File: src/rtl/frg_pkg.sv
// Shared constants, grid indexing and the S1 register layout for the frg evaluation pipe.
package frg_pkg;

  localparam int DEF_N_ROW  = 3;
  localparam int DEF_N_MODE = 2;
  localparam int DEF_N_LANE = 2;
  localparam int DEF_CNT_W  = 8;

  // Upper bound on N_ROW so the S1 struct can have a fixed layout; unused bits stay zero.
  localparam int ROW_MAX = 32;

  typedef struct packed {
    logic [ROW_MAX-1:0] row_hit;
    logic               sel;
    logic               a;
    logic               b0;
    logic               b1;
    logic               dflt;
    logic               aux_en;
    logic               aux_n;
    logic               aux2_n;
  } s1_t;

  function automatic int grid_idx(input int r, input int m, input int l,
                                  input int n_mode, input int n_lane);
    return (r * n_mode + m) * n_lane + l;
  endfunction

endpackage

File: src/rtl/frg_eval_pipe_if.sv
// Handshake and data bundle between the stimulus source, frg_eval_pipe and the result checker.
interface frg_eval_pipe_if
  import frg_pkg::*;
#(
  parameter int N_ROW  = DEF_N_ROW,
  parameter int N_MODE = DEF_N_MODE,
  parameter int N_LANE = DEF_N_LANE,
  parameter int CNT_W  = DEF_CNT_W
) ();

  logic                            in_valid;
  logic                            in_ready;
  logic                            sel;
  logic                            a;
  logic                            b0;
  logic                            b1;
  logic                            dflt;
  logic [N_ROW-1:0]                row_en;
  logic [N_MODE-1:0]               mode_en;
  logic [N_LANE-1:0]               lane_en;
  logic [N_ROW*N_MODE*N_LANE-1:0]  data;
  logic                            aux_en;
  logic                            aux_n;
  logic                            aux2_n;
  logic                            out_valid;
  logic                            out_ready;
  logic                            f0;
  logic                            f1;
  logic                            f2;
  logic [CNT_W-1:0]                eval_count;

  modport master (
    output in_valid, sel, a, b0, b1, dflt, row_en, mode_en, lane_en, data,
           aux_en, aux_n, aux2_n, out_ready,
    input  in_ready, out_valid, f0, f1, f2, eval_count
  );

  modport slave (
    input  in_valid, sel, a, b0, b1, dflt, row_en, mode_en, lane_en, data,
           aux_en, aux_n, aux2_n, out_ready,
    output in_ready, out_valid, f0, f1, f2, eval_count
  );

endinterface

File: src/rtl/frg_row_reduce.sv
// Combinational hit reduction for one grid row: OR over mode/lane of enables AND data.
module frg_row_reduce
  import frg_pkg::*;
#(
  parameter int N_MODE = DEF_N_MODE,
  parameter int N_LANE = DEF_N_LANE
) (
  input  logic                     row_en,
  input  logic [N_MODE-1:0]        mode_en,
  input  logic [N_LANE-1:0]        lane_en,
  input  logic [N_MODE*N_LANE-1:0] row_data,
  output logic                     row_hit
);

  always_comb begin
    row_hit = 1'b0;
    for (int m = 0; m < N_MODE; m++) begin
      for (int l = 0; l < N_LANE; l++) begin
        row_hit = row_hit |
                  (row_en & mode_en[m] & lane_en[l] & row_data[grid_idx(0, m, l, N_MODE, N_LANE)]);
      end
    end
  end

endmodule

File: src/rtl/frg_eval_pipe.sv
// Two-stage valid/ready pipeline evaluating the frg priority/product-grid functions.
// f0..f2 come only from S2 registers; eval_count counts output handshakes and saturates.
module frg_eval_pipe
  import frg_pkg::*;
#(
  parameter int N_ROW  = DEF_N_ROW,
  parameter int N_MODE = DEF_N_MODE,
  parameter int N_LANE = DEF_N_LANE,
  parameter int CNT_W  = DEF_CNT_W
) (
  input logic            clk,
  input logic            rst_n,
  frg_eval_pipe_if.slave bus
);

  localparam int ROW_W = N_MODE * N_LANE;

  if (N_ROW < 1 || N_MODE < 1 || N_LANE < 1 || N_ROW > ROW_MAX) begin : g_param_chk
    $error("frg_eval_pipe: N_ROW/N_MODE/N_LANE must be >= 1 and N_ROW <= ROW_MAX");
  end

  logic [N_ROW-1:0] row_hit_c;
  s1_t              s1_d;
  s1_t              s1_q;
  logic             s1_valid;
  logic             s2_valid;
  logic             s2_adv;
  logic             in_acc;
  logic             hit;
  logic             f0_q;
  logic             f1_q;
  logic             f2_q;
  logic [CNT_W-1:0] cnt_q;

  for (genvar r = 0; r < N_ROW; r++) begin : g_row
    localparam int BASE = grid_idx(r, 0, 0, N_MODE, N_LANE);
    frg_row_reduce #(.N_MODE(N_MODE), .N_LANE(N_LANE)) u_row (
      .row_en   (bus.row_en[r]),
      .mode_en  (bus.mode_en),
      .lane_en  (bus.lane_en),
      .row_data (bus.data[BASE +: ROW_W]),
      .row_hit  (row_hit_c[r])
    );
  end

  // S1 may refill while S2 drains, so in_ready only drops with both stages full and stalled.
  assign s2_adv       = ~s2_valid | bus.out_ready;
  assign bus.in_ready = ~s1_valid | s2_adv;
  assign in_acc       = bus.in_valid & bus.in_ready;
  assign hit          = |s1_q.row_hit;

  always_comb begin
    s1_d                    = '0;
    s1_d.row_hit[N_ROW-1:0] = row_hit_c;
    s1_d.sel                = bus.sel;
    s1_d.a                  = bus.a;
    s1_d.b0                 = bus.b0;
    s1_d.b1                 = bus.b1;
    s1_d.dflt               = bus.dflt;
    s1_d.aux_en             = bus.aux_en;
    s1_d.aux_n              = bus.aux_n;
    s1_d.aux2_n             = bus.aux2_n;
  end

  always_ff @(posedge clk or negedge rst_n) begin
    if (!rst_n) begin
      s1_valid <= 1'b0;
      s2_valid <= 1'b0;
      s1_q     <= '0;
      f0_q     <= 1'b0;
      f1_q     <= 1'b0;
      f2_q     <= 1'b0;
      cnt_q    <= '0;
    end else begin
      if (bus.in_ready) s1_valid <= bus.in_valid;
      if (in_acc)       s1_q     <= s1_d;
      if (s2_adv) begin
        s2_valid <= s1_valid;
        if (s1_valid) begin
          f0_q <= s1_q.sel ? ~s1_q.a
                           : ((~s1_q.b0 & ~s1_q.b1) ? ~s1_q.dflt : ~hit);
          f1_q <= s1_q.sel | s1_q.b0 | (s1_q.aux_en & (s1_q.b1 | ~s1_q.aux_n));
          f2_q <= ~s1_q.b1 & (s1_q.sel | s1_q.b0 | ~s1_q.aux2_n);
        end
      end
      if (s2_valid & bus.out_ready & ~&cnt_q) cnt_q <= cnt_q + CNT_W'(1);
    end
  end

  assign bus.out_valid  = s2_valid;
  assign bus.f0         = f0_q;
  assign bus.f1         = f1_q;
  assign bus.f2         = f2_q;
  assign bus.eval_count = cnt_q;

endmodule
File: src/flat_wrapper.sv
// flat-port wrapper written by rule: the top's interface ports become plain ports
module frg_eval_pipe_flat import frg_pkg::*;
#(
  parameter int N_ROW  = DEF_N_ROW,
  parameter int N_MODE = DEF_N_MODE,
  parameter int N_LANE = DEF_N_LANE,
  parameter int CNT_W  = DEF_CNT_W
)
  (clk, rst_n, bus_in_valid, bus_sel, bus_a, bus_b0, bus_b1, bus_dflt, bus_row_en, bus_mode_en, bus_lane_en, bus_data, bus_aux_en, bus_aux_n, bus_aux2_n, bus_out_ready, bus_in_ready, bus_out_valid, bus_f0, bus_f1, bus_f2, bus_eval_count);
  frg_eval_pipe_if #(.N_ROW(N_ROW), .N_MODE(N_MODE), .N_LANE(N_LANE), .CNT_W(CNT_W)) bus_i ();
  input logic clk;
  input logic rst_n;
  input wire logic [$bits(bus_i.in_valid)-1:0] bus_in_valid;
  input wire logic [$bits(bus_i.sel)-1:0] bus_sel;
  input wire logic [$bits(bus_i.a)-1:0] bus_a;
  input wire logic [$bits(bus_i.b0)-1:0] bus_b0;
  input wire logic [$bits(bus_i.b1)-1:0] bus_b1;
  input wire logic [$bits(bus_i.dflt)-1:0] bus_dflt;
  input wire logic [$bits(bus_i.row_en)-1:0] bus_row_en;
  input wire logic [$bits(bus_i.mode_en)-1:0] bus_mode_en;
  input wire logic [$bits(bus_i.lane_en)-1:0] bus_lane_en;
  input wire logic [$bits(bus_i.data)-1:0] bus_data;
  input wire logic [$bits(bus_i.aux_en)-1:0] bus_aux_en;
  input wire logic [$bits(bus_i.aux_n)-1:0] bus_aux_n;
  input wire logic [$bits(bus_i.aux2_n)-1:0] bus_aux2_n;
  input wire logic [$bits(bus_i.out_ready)-1:0] bus_out_ready;
  output wire logic [$bits(bus_i.in_ready)-1:0] bus_in_ready;
  output wire logic [$bits(bus_i.out_valid)-1:0] bus_out_valid;
  output wire logic [$bits(bus_i.f0)-1:0] bus_f0;
  output wire logic [$bits(bus_i.f1)-1:0] bus_f1;
  output wire logic [$bits(bus_i.f2)-1:0] bus_f2;
  output wire logic [$bits(bus_i.eval_count)-1:0] bus_eval_count;
  assign bus_i.in_valid = bus_in_valid;
  assign bus_i.sel = bus_sel;
  assign bus_i.a = bus_a;
  assign bus_i.b0 = bus_b0;
  assign bus_i.b1 = bus_b1;
  assign bus_i.dflt = bus_dflt;
  assign bus_i.row_en = bus_row_en;
  assign bus_i.mode_en = bus_mode_en;
  assign bus_i.lane_en = bus_lane_en;
  assign bus_i.data = bus_data;
  assign bus_i.aux_en = bus_aux_en;
  assign bus_i.aux_n = bus_aux_n;
  assign bus_i.aux2_n = bus_aux2_n;
  assign bus_i.out_ready = bus_out_ready;
  assign bus_in_ready = bus_i.in_ready;
  assign bus_out_valid = bus_i.out_valid;
  assign bus_f0 = bus_i.f0;
  assign bus_f1 = bus_i.f1;
  assign bus_f2 = bus_i.f2;
  assign bus_eval_count = bus_i.eval_count;
  frg_eval_pipe #(.N_ROW(N_ROW), .N_MODE(N_MODE), .N_LANE(N_LANE), .CNT_W(CNT_W)) u_core (.clk(clk), .rst_n(rst_n), .bus(bus_i));
endmodule
File: config.mk
export PLATFORM = sky130hd
export DESIGN_NAME = frg_eval_pipe_flat
export DESIGN_NICKNAME = d
export VERILOG_FILES = /design/src/rtl/frg_pkg.sv /design/src/rtl/frg_eval_pipe_if.sv /design/src/rtl/frg_row_reduce.sv /design/src/rtl/frg_eval_pipe.sv /design/src/flat_wrapper.sv
export SDC_FILE = /design/constraint.sdc
export NUM_CORES = 1
export LEC_CHECK = 0
export ABC_AREA = 1
export BUFFER_PORTS_ARGS = -buffer_cell sky130_fd_sc_hd__buf_2
export CORE_MARGIN = 4
export CORE_UTILIZATION = 49
export DETAILED_ROUTE_END_ITERATION = 8
export PLACE_DENSITY = 0.88
export SLEW_MARGIN = 20
export SYNTH_ARGS = -nofsm -noshare
export SYNTH_HDL_FRONTEND = slang
export SYNTH_HIERARCHICAL = 1
export SYNTH_SLANG_ARGS = --single-unit
File: constraint.sdc
create_clock -name clk -period 1.6 [get_ports clk]
set_input_delay 0.32 -clock clk [delete_from_list [all_inputs] [get_ports clk]]
set_output_delay 0.32 -clock clk [all_outputs]
set_load 0.03 [all_outputs]
* After elaboration in Yosys (flattened, before gate mapping)
Index checks and enable logic that the tools add are counted.
** Storage, ports and cells
- Flip-flop bits (word level) :: 24
- Bits of input ports :: 31
- Output and inout port bits :: 13
- Word-level logic and storage cells :: 82
** Operators by class
- Add/subtract/negate cells :: 1
- Mux-type cells :: 2
- Bitwise gates (word level) :: 60
- Reduce and logical (&&, ||, !) cells :: 4
** Operator list (count)
- 1-bit bitwise AND :: 36
- 1-bit OR :: 15
- 1-bit NOT :: 9
- 8-bit by 1-bit adder with 8-bit output, second input constant :: 1
- 8-bit AND reduction :: 1
- 3-bit OR reduction :: 1
- 1-bit two-way mux :: 2
- 2-bit AND reduction :: 1
- 1-bit zero test :: 1

* Logic depth before layout (Yosys ltp)
Gate-level depths: netlist of run 1.
- Depth after elaboration :: 6
- Gate-level depth with buffers :: 8
- Mapped depth without buffers :: 8

* Cells and area by module
Netlist of run 1, hierarchy kept.
** By module, submodules not included
- frg_eval_pipe :: instances 1, cells an instance 141, area each 1177.4 µm², seq. area each 600.6 µm²
- frg_row_reduce :: instances 3, cells an instance 10, area each 42.5 µm², seq. area each 0.0 µm²

* Least setup slack after synthesis of run 1
Ideal clock, no wire load.
- Kind :: reg-to-reg
- From :: reg u_core.cnt_q[1], in the netlist u_core/bus.eval_count[1]
- To :: reg u_core.cnt_q[4], in the netlist u_core/bus.eval_count[4]
- Library setup time :: 0.117 ns
- Arrival :: 1.303 ns
- Required time :: 1.483 ns
- Setup slack :: 0.180 ns
- Stages on the path, launching flop included :: 9
- Path buffers :: 0
- Period minus slack after synthesis :: 1.420 ns
- Path through :: dfrtp_1 -> ha_1 -> nand2_2 -> nor2_4 -> nand2_4 -> nand2_8 -> inv_6 -> nand2_1 -> nand2_1
** On the way
- Cells in the longest elaborated chain, start to end :: 3
- Elaborated cells on any way between the ends :: 4
- Classes of those cells :: add/sub: 1; bitwise: 1; reduce/logical: 2
** RTL lines
- from (decl) :: RTL line frg_eval_pipe.sv:33 : logic [CNT_W-1:0] cnt_q;
- from (signal assigned) :: RTL line frg_eval_pipe.sv:86 : if (s2_valid & bus.out_ready & ~&cnt_q) cnt_q <= cnt_q + CNT_W'(1);
- parallel branches: the longest is 3 deep, another holds 8-bit by 1-bit adder with 8-bit output
Several ways; the timed one is not identified.
A chain may end at the register's enable or synchronous reset.

* Final worst setup path of run 1
- From :: reg u_core.s2_valid, in the netlist u_core/bus.out_valid
- To :: out bus_in_ready
** On the way
- Cells in the longest elaborated chain, start to end :: 3
** RTL lines
- from (decl) :: RTL line frg_eval_pipe.sv:26 : logic s2_valid;
- from (signal assigned) :: RTL line frg_eval_pipe.sv:78 : s2_valid <= s1_valid;
- 1-bit NOT :: RTL line frg_eval_pipe.sv:47 : assign s2_adv = ~s2_valid | bus.out_ready;
- 1-bit OR :: RTL line frg_eval_pipe.sv:47
- 1-bit OR :: RTL line frg_eval_pipe.sv:48 : assign bus.in_ready = ~s1_valid | s2_adv;
- to (decl) :: RTL line flat_wrapper.sv:27 : output wire logic [$bits(bus_i.in_ready)-1:0] bus_in_ready;
Every way passes these cells.

==> impl_metrics.yaml, run 1 <==
logic_synthesis:
  yosys.area_share.simple: 0.366
  muxShareOfSynthArea: 0
  synth_common_cells: "nand2_1, dfrtp_1, inv_1"
  netlist_instances: 171
  synthMostInstantiatedCell: "nand2_1"
  synth_cell_types: 22
  yosysSeqAreaShare: 0.460
  synth_compound_area_frac: 0.0738
  synth_xor_area_frac: 0.0201
  syn_nets: 203
  synth_top_family_by_area: "simple AND/OR/NAND/NOR gates"
  yosysTopAreaCell: "dfrtp_1"
  ys_seq_elements: 24
  synth_edf_count: 0
  dominantRegCellSynth: "dfrtp_1"
  netlist.area_leader.share: 0.460
  synth_area_leaders: "dfrtp_1, nand2_1, inv_1"
  synth_area_per_cell_um2: 7.63
  async_flop_share: 1.00
  synthAdderAreaFrac: 0.00959
  netlist_area_mm2: 0.00131
  yosysWarnings: 6
power_and_ir_drop:
  power_w: 0.00190
  ir_drop_uv: 1080
  p_int_w: 0.00119
  combPwrFrac: 0.332
  leakage_nw: 0.916
  power_density_mw_per_mm2: 1180
  seqPwrFrac: 0.440
  power_switching_share: 0.372
  power_frac_clock: 0.228
  netSwitchingPower_w: 0.000705
critical_path:
  critPathMaxFanout: 8
  arrival_ns: 1.14
  critPathLaunchType: "flop"
  worstSetupEndpointType: "output pin"
  crit_required_ns: 1.28
  path_class: "flop to output pin"
sta:
  rsz0062_at_grt: "no"
  slew_viol_final: 0
  setup-tns-final_ns: 0
  slew_headroom: 0.644
  layout_min_cycle_time_ns: 1.46
  hold_viol_final: 0
  tightest_slew_ns: 0.534
  setup_viol_count_final: 0
  finClkSkew_ns: 0.00634
  fmax_ghz: 0.685
  period_share: 0.913
status:
  status: "completed"
clock_network:
  clk_pin_slew_ns: 0.13
  h-tree-depth: 1
  clk_latency_ns: 0.31
  clockBufferDepth: 2
  post_cts_buffers: 0
  cts_tree: "yes"
  cts_sinks: 24
  numCtsBuffers: 3
  root_buffer: "clkbuf_4"
drt:
  vias: 1214
  wl_um: 2640
  drt_iter0_markers: 32
  via_per_inst: 4.90
  ant_nets: 0
  top_layer: "met4"
  routedWlPerCell_um: 10.6
  dr.pass1.iters: 4
  dr_wl_met2_um: 1320
  wl_met3_um: 174
  wl_met1_um: 1120
  post-route-drc-count: 0
run:
  max-cap-violations: 0
global_routing:
  grt_pass1_wl_um: 4510
  overflow: 0
  antenna_found_initial: 0
  grt_max_degree: 25
  grt_usage: 0.165
  first_global_vias: 1125
final_layout:
  antenna_cells: 0
  final_cells: 248
  fillers: 224
  area_growth_syn_to_layout_pct: 23.3
  nets: 251
  drive_gt1_frac: 0.275
placement:
  numPortBuffers: 43
  dp_cells: 243
  place_hpwl_um: 2030
  gp_congestion: 0.854
die:
  die_x_um: 59.6
  ioPinCount: 44
  die_area_mm2: 0.00355
  die_h_um: 59.6
  initial_utilization: 0.522
  row_count: 18
  fp.coreArea_mm2: 0.00250
min_path:
  hold_class: "primary input to flop"
-- power groups by stage --
stage,Combinational [W],Clock (W),Sequential [W]
CTS,0.000633,0.000444,0.000834
detailed placement,0.000625,0,0.000844
floorplan,0.000295,0,0.000978
global route,0.000697,0.000471,0.000853
global placement,0.000619,0,0.000836
finish,0.000629,0.000431,0.000835
-- layer usage --
metal,global-route usage,up-vias
met5,0,-
met4,0.0475,0
met3,0.0545,4
met2,0.268,34
met1,0.211,553
li1,-,623
-- sequential cells by signal, indices dropped and copies added, names as in the netlist --
signal / count
u_core/bus.out_valid: 1
u_core/bus.f0: 1
u_core/s1_q: 11
u_core/bus.f2: 1
u_core/bus.eval_count: 8
u_core/s1_valid: 1
u_core/bus.f1: 1
-- final cells by class --
cell class / count / area [µm²] / area share
sequential: 24 / 601 / 0.373
clock inverter: 1 / 30.0 / 0.0187
multi-input combinational: 126 / 613 / 0.381
inverter: 20 / 80.1 / 0.0498
clock buffer: 3 / 22.5 / 0.0140
timing repair buffer: 44 / 225 / 0.140
tap: 30 / 37.5 / 0.0233
-- cells in the final DEF (no fill, tap or decap), types with 2 or more instances in the layout --
cell      Yosys  final
a21oi_1       9      9
clkbuf_4      0      3
nor2_1       13     13
nor2_4        2      2
o21ai_0       2      2
inv_1        18     18
dfrtp_1      24     24
nand3_1      10     10
nand2_1      74     74
nand4_1       2      2
xor2_1        2      2
buf_2         0     43
a21oi_2       3      3
nand2_4       2      2
-- worst max-delay path: stages, from the launching register on --
cell     delay, ns
dfrtp_1       0.46
nand3_4       0.15
buf_2         0.22
-- logic make-up after synthesis --
family / Yosys count
and+or+nand+nor: 106
buffers and inverters: 21
xor gates and xnor gates: 3
AOI/OAI and AO/OA: 16
adders and majority gates: 1
DFF: 24
-- repair_timing --
| item | CTS | global route |
|---|---|---|
| hold endpoints to repair | 24 | 0 |
| hold buffers | 1 | 0 |
| resized for setup | 0 | 0 |
| endpoints found under the setup margin | 0 | 0 |
-- worst paths after layout --
path / from / endpoint / slack [ns] / depth (start not counted)
worst max-delay path: u_core/bus.out_valid$_DFFE_PN0P_ / bus_in_ready / 0.14 / 2
worst min-delay path: bus_aux2_n / u_core/s1_q[0]$_DFFE_PN0P_ / 0.23 / 3
worst max register to register: u_core/bus.eval_count[0]$_DFFE_PN0P_ / u_core/bus.eval_count[3]$_DFFE_PN0P_ / 0.28 / 8
worst min register to register: u_core/s1_q[2]$_DFFE_PN0P_ / u_core/s1_q[2]$_DFFE_PN0P_ / 0.49 / 2
max in group asynchronous: rst_n / u_core/bus.eval_count[0]$_DFFE_PN0P_ / 0.74 / 2
min in group asynchronous: rst_n / u_core/s1_valid$_DFFE_PN0P_ / 0.51 / 2
-- metrics by stage --
step | hold WS, ns | cell area, µm² | utilization | setup slack (ns)
finish | 0.227 | 1610 | 0.644 | 0.140
global route | 0.219 | 1610 | 0.644 | 0.0433
CTS | 0.219 | 1610 | 0.644 | 0.120
detailed placement | 0.324 | 1550 | 0.619 | 0.304
global placement | 0.326 | 1550 | 0.619 | 0.380
floorplan | 0.0244 | 1310 | - | 0.180
No activity file was read; power rests on OpenSTA's default activity.
==> inputs of run 2 (changes only) <==
--- a/config.mk
+++ b/config.mk
@@ -9,8 +9,10 @@
 export BUFFER_PORTS_ARGS = -buffer_cell sky130_fd_sc_hd__buf_2
 export CORE_MARGIN = 4
 export CORE_UTILIZATION = 49
+export CTS_BUF_LIST = sky130_fd_sc_hd__clkbuf_8 sky130_fd_sc_hd__clkbuf_16
 export DETAILED_ROUTE_END_ITERATION = 8
-export PLACE_DENSITY = 0.88
+export PLACE_DENSITY = 0.86
+export SETUP_SLACK_MARGIN = 0.4
 export SLEW_MARGIN = 20
 export SYNTH_ARGS = -nofsm -noshare
 export SYNTH_HDL_FRONTEND = slang
==> impl_metrics.yaml, run 2 (synthesized netlist as in run 1, its figures left out) <==
die:
  ioPinCount: 44
  row_count: 18
  die_area_mm2: 0.00355
  fp.coreArea_mm2: 0.00250
  initial_utilization: 0.522
  die_h_um: 59.6
  die_x_um: 59.6
final_layout:
  area_growth_syn_to_layout_pct: 38.5
  antenna_cells: 0
  nets: 262
  top_register: "u_core/s1_q"
  final_area_mm2: 0.00181
  layout_commonest_cell: "nand2_1"
  largest_reg_flops: 11
  drive_gt1_frac: 0.367
  final_cell_mix: "nand2_1, buf_2, dfrtp_1"
sta:
  setup-tns-final_ns: 0
  tightest_slew_ns: 0.526
  slew_headroom: 0.649
  layout_min_cycle_time_ns: 1.24
  rsz0062_at_grt: "yes"
  period_share: 0.777
  setup_viol_count_final: 0
  fmax_ghz: 0.804
  whs_ns: 0.0268
  hold_viol_final: 0
  slew_viol_final: 0
  finClkSkew_ns: 0.00442
critical_path:
  crit_path_max_incr_delay_ns: 0.45
  critPathMaxFanout: 4
  worstPathCellList: "nand3_4 > buf_6"
  r2r-start: "u_core/bus.eval_count[0]$_DFFE_PN0P_"
  arrival_ns: 0.92
  worstSetupEndpointType: "output pin"
  critPathLaunchType: "flop"
  worst_path_max_delay_cell: "dfrtp_2"
  r2r-end: "u_core/bus.eval_count[1]$_DFFE_PN0P_"
  crit_required_ns: 1.28
  reg2reg_slack_ns: 0.40
  ff2ff_path_depth: 8
  path_class: "flop to output pin"
clock_network:
  cts_tree: "yes"
  hold_buffers: 0
  clk_pin_slew_ns: 0.08
  numCtsBuffers: 3
  clk_latency_ns: 0.26
  root_buffer: "clkbuf_8"
  h-tree-depth: 1
  cts_sinks: 24
  clockBufferDepth: 2
power_and_ir_drop:
  power_density_mw_per_mm2: 1230
  leakage_nw: 1.00
  ir_drop_uv: 1060
placement:
  place_hpwl_um: 2050
  numPortBuffers: 43
  place_area_mm2: 0.00157
  gp_congestion: 0.815
drt:
  ant_nets: 0
  wl_um: 2870
  drt_iter0_markers: 42
  dr.pass1.iters: 4
  vias: 1247
  routedWlPerCell_um: 11.1
  via_per_inst: 4.81
  post-route-drc-count: 0
global_routing:
  grt_max_degree: 25
  grt_pass1_wl_um: 4750
  first_global_vias: 1211
  antenna_found_initial: 0
  overflow: 0
  grt_usage: 0.171
min_path:
  hold_class: "primary input to asynchronous set/reset pin"
run:
  max-cap-violations: 0
status:
  status: "completed"
[run 2: where the power goes]
| group | switching (W) | internal [W] |
|---|---|---|
| registers | 0.0000985 | 0.000732 |
| clock network | 0.000186 | 0.000334 |
| logic | 0.000503 | 0.000375 |
| total | 0.000788 | 0.00144 |
[run 2: how the worst max path moves through the flow]
stage	startpoint	slack (ns)	to	cells past startpoint
4_1_cts	u_core/bus.out_valid$_DFFE_PN0P_	0.36	bus_in_ready	2
5_1_grt	u_core/s1_valid$_DFFE_PN0P_	0.33	bus_in_ready	2
2_1_floorplan	u_core/bus.eval_count[0]$_DFFE_PN0P_	0.35	u_core/bus.eval_count[4]$_DFFE_PN0P_	8
3_3_place_gp	bus_out_ready	0.41	bus_in_ready	4
6_report	u_core/bus.out_valid$_DFFE_PN0P_	0.36	bus_in_ready	2
3_5_place_dp	bus_out_ready	0.38	bus_in_ready	4
[run 2: cell type report]
class,count,area [µm²]
multi-input cells,126,651
clock buffers,3,41.3
clock inverters,1,30.0
well taps,30,37.5
flip-flops and latches,24,606
repair buffers,55,360
fillers,210,692
inverters,20,82.6
[run 2: per-stage QoR]
stage / std cells / worst slack, ns / power (W) / util
3_3_place_gp: 243 / 0.407 / 0.00149 / 0.628
6_report: 259 / 0.357 / 0.00223 / 0.723
3_5_place_dp: 243 / 0.384 / 0.00152 / 0.628
4_1_cts: 256 / 0.356 / 0.00218 / 0.697
2_1_floorplan: 171 / 0.350 / 0.00131 / -
5_1_grt: 259 / 0.327 / 0.00235 / 0.723
[run 2: critical path: cells and delay by family (launching register included)]
kind	cells	cell delay, ns
buffers and inverters	1	0.13
AND/OR/NAND/NOR	1	0.08
flip-flops	1	0.45
[run 2: metal layers]
metal	vias up	share of wire	routed length, µm	GRT usage
met3	2	0.053	151	0.0261
met4	0	0.0042	12	0.0475
met1	569	0.42	1210	0.213
li1	646	-	-	-
met5	-	0	0	0
met2	30	0.52	1500	0.306
[run 2: what timing repair did]
item                                    CTS  global route
resized for setup                        12            15
pin swaps                                 1             1
endpoints found under the setup margin   10            15
setup buffers                             9             3
==> inputs of run 3 (changes only) <==
==> constraint.sdc (replaced) <==
create_clock -name clk -period 1.24 [get_ports clk]
set_input_delay 0.248 -clock clk [delete_from_list [all_inputs] [get_ports clk]]
set_output_delay 0.248 -clock clk [all_outputs]
set_load 0.03 [all_outputs]
==> impl_metrics.yaml, run 3 (synthesized netlist as in run 1, its figures left out) <==
power_and_ir_drop:
  power_frac_clock: 0.220
  ir_drop_uv: 1290
  p_int_w: 0.00198
  power_w: 0.00313
  power_switching_share: 0.368
  combPwrFrac: 0.426
  seqPwrFrac: 0.354
  leakage_nw: 1.08
  netSwitchingPower_w: 0.00115
  power_density_mw_per_mm2: 1510
drt:
  ant_nets: 0
  wl_um: 3790
  routedWlPerCell_um: 14.2
  drt_iter0_markers: 90
  via_per_inst: 5.24
  vias: 1400
  dr.pass1.iters: 4
  post-route-drc-count: 0
global_routing:
  grt_usage: 0.215
  first_global_vias: 1371
  antenna_found_initial: 0
  grt_pass1_wl_um: 5690
  grt_max_degree: 25
  overflow: 0
critical_path:
  r2r-end: "u_core/bus.eval_count[1]$_DFFE_PN0P_"
  arrival_ns: 0.94
  r2r-start: "u_core/bus.eval_count[0]$_DFFE_PN0P_"
  worst_path_max_delay_cell: "dfrtp_2"
  cp_top_family: "flip-flops"
  worstSetupEndpointType: "output pin"
  critPathLaunchType: "flop"
  crit_path_max_incr_delay_ns: 0.45
  path_class: "flop to output pin"
  worstPathCellList: "nand3_4 > buf_6"
  cp.buffers_inverters: 1
  ff2ff_path_depth: 8
  cp-startpoint: "u_core/bus.out_valid$_DFFE_PN0P_"
  reg2reg_slack_ns: 0.07
  critPathMaxFanout: 4
  crit_cells: 2
  crit_required_ns: 0.99
  worstSetupEndpoint: "bus_in_ready"
sta:
  slew_viol_final: 0
  slew_headroom: 0.641
  finClkSkew_ns: 0.00832
  tightest_slew_ns: 0.538
  whs_ns: -0.0538
  setup_viol_count_final: 0
  layout_min_cycle_time_ns: 1.18
  hold_viol_final: 24
  period_share: 0.955
  fmax_ghz: 0.844
  rsz0062_at_grt: "yes"
die:
  row_count: 18
  initial_utilization: 0.522
  ioPinCount: 44
  fp.coreArea_mm2: 0.00250
  die_area_mm2: 0.00355
  die_h_um: 59.6
  die_x_um: 59.6
final_layout:
  layout_commonest_cell: "nand2_1"
  area_growth_syn_to_layout_pct: 58.6
  drive_gt1_frac: 0.494
  largest_reg_flops: 11
  antenna_cells: 0
  seq_area_um2: 607
  final_cell_mix: "nand2_1, buf_2, dfrtp_1"
  top_register: "u_core/s1_q"
  fin_util: 0.828
  multi_input_area_um2: 818
  nets: 270
  fillers: 141
clock_network:
  h-tree-depth: 1
  cts_sinks: 24
  clockBufferDepth: 2
  cts_tree: "yes"
  clk_latency_ns: 0.27
  numCtsBuffers: 3
  root_buffer: "clkbuf_8"
  clk_pin_slew_ns: 0.09
run:
  max-cap-violations: 0
placement:
  gp_congestion: 0.872
  numPortBuffers: 43
  place_hpwl_um: 2090
min_path:
  hold_class: "primary input to asynchronous set/reset pin"
status:
  violations: "hold timing"
  status: "finished, violations left"
[run 3: changes by cell type in the layout (fill, tap and decap cells not counted), sizes merged]
cell,previous run,this run
nand2,78,80
buf,55,61
[run 3: worst reg2reg max path, cell delays in order, from the launching register on]
cell and delay [ns]:
dfrtp_2 0.42, ha_4 0.16, nand2_4 0.05, nor2_4 0.12, nand2_4 0.09, nand2_8 0.10
inv_6 0.05, nand2_1 0.05, nand2_1 0.04
[run 3: power by group through the flow]
stage / logic (W) / clock network, W / registers [W]
after global placement: 0.000837 / 0 / 0.00111
final: 0.00133 / 0.000689 / 0.00111
after global routing: 0.00142 / 0.000729 / 0.00113
after floorplan: 0.000413 / 0 / 0.00129
after CTS: 0.00120 / 0.000695 / 0.00110
after detailed placement: 0.000842 / 0 / 0.00112
[run 3: cell type report]
type / instances / area share
tap: 30 / 0.0181
inverter: 20 / 0.0399
clock buffer: 3 / 0.0200
multi-input combinational: 128 / 0.395
sequential: 24 / 0.293
timing repair buffer: 61 / 0.219
clock inverter: 1 / 0.0145
[run 3: timing repair]
| action | in CTS | in global routing |
|---|---|---|
| setup buffers | 14 | 4 |
| endpoints found under the hold margin | 24 | 24 |
| cloned | 2 | 0 |
| setup endpoints to repair | 36 | 36 |
| pin swaps | 5 | 11 |
| resized for setup | 45 | 27 |
[run 3: how the worst min path moves through the flow]
| stage | end | slack, ns | cells past startpoint |
|---|---|---|---|
| floorplan | u_core/bus.eval_count[0]$_DFFE_PN0P_ | -0.05 | 0 |
| global placement | u_core/bus.eval_count[6]$_DFFE_PN0P_ | 0.26 | 1 |
| detailed placement | u_core/bus.eval_count[2]$_DFFE_PN0P_ | 0.26 | 1 |
| CTS | u_core/bus.eval_count[3]$_DFFE_PN0P_ | -0.04 | 1 |
| global route | u_core/bus.eval_count[6]$_DFFE_PN0P_ | -0.02 | 1 |
| finish | u_core/bus.eval_count[6]$_DFFE_PN0P_ | -0.05 | 1 |
[run 3: through the flow]
step / cells / setup WS [ns] / area (µm²) / setup TNS (ns)
after global placement: 243 / 0.0938 / 1580 / 0
final: 267 / 0.0554 / 2070 / 0
after floorplan: 171 / -0.0102 / 1340 / -0.0313
after CTS: 263 / 0.0515 / 1940 / 0
after global routing: 267 / 0.00255 / 2070 / 0
after detailed placement: 243 / 0.0444 / 1580 / 0
[run 3: per-layer routing]
metal / global-route usage / up-vias / wire length, µm
li1: - / 668 / -
met1: 0.241 / 680 / 1440
met2: 0.399 / 42 / 2070
met3: 0.0501 / 10 / 161
met4: 0.0665 / 0 / 121
met5: 0 / - / 0
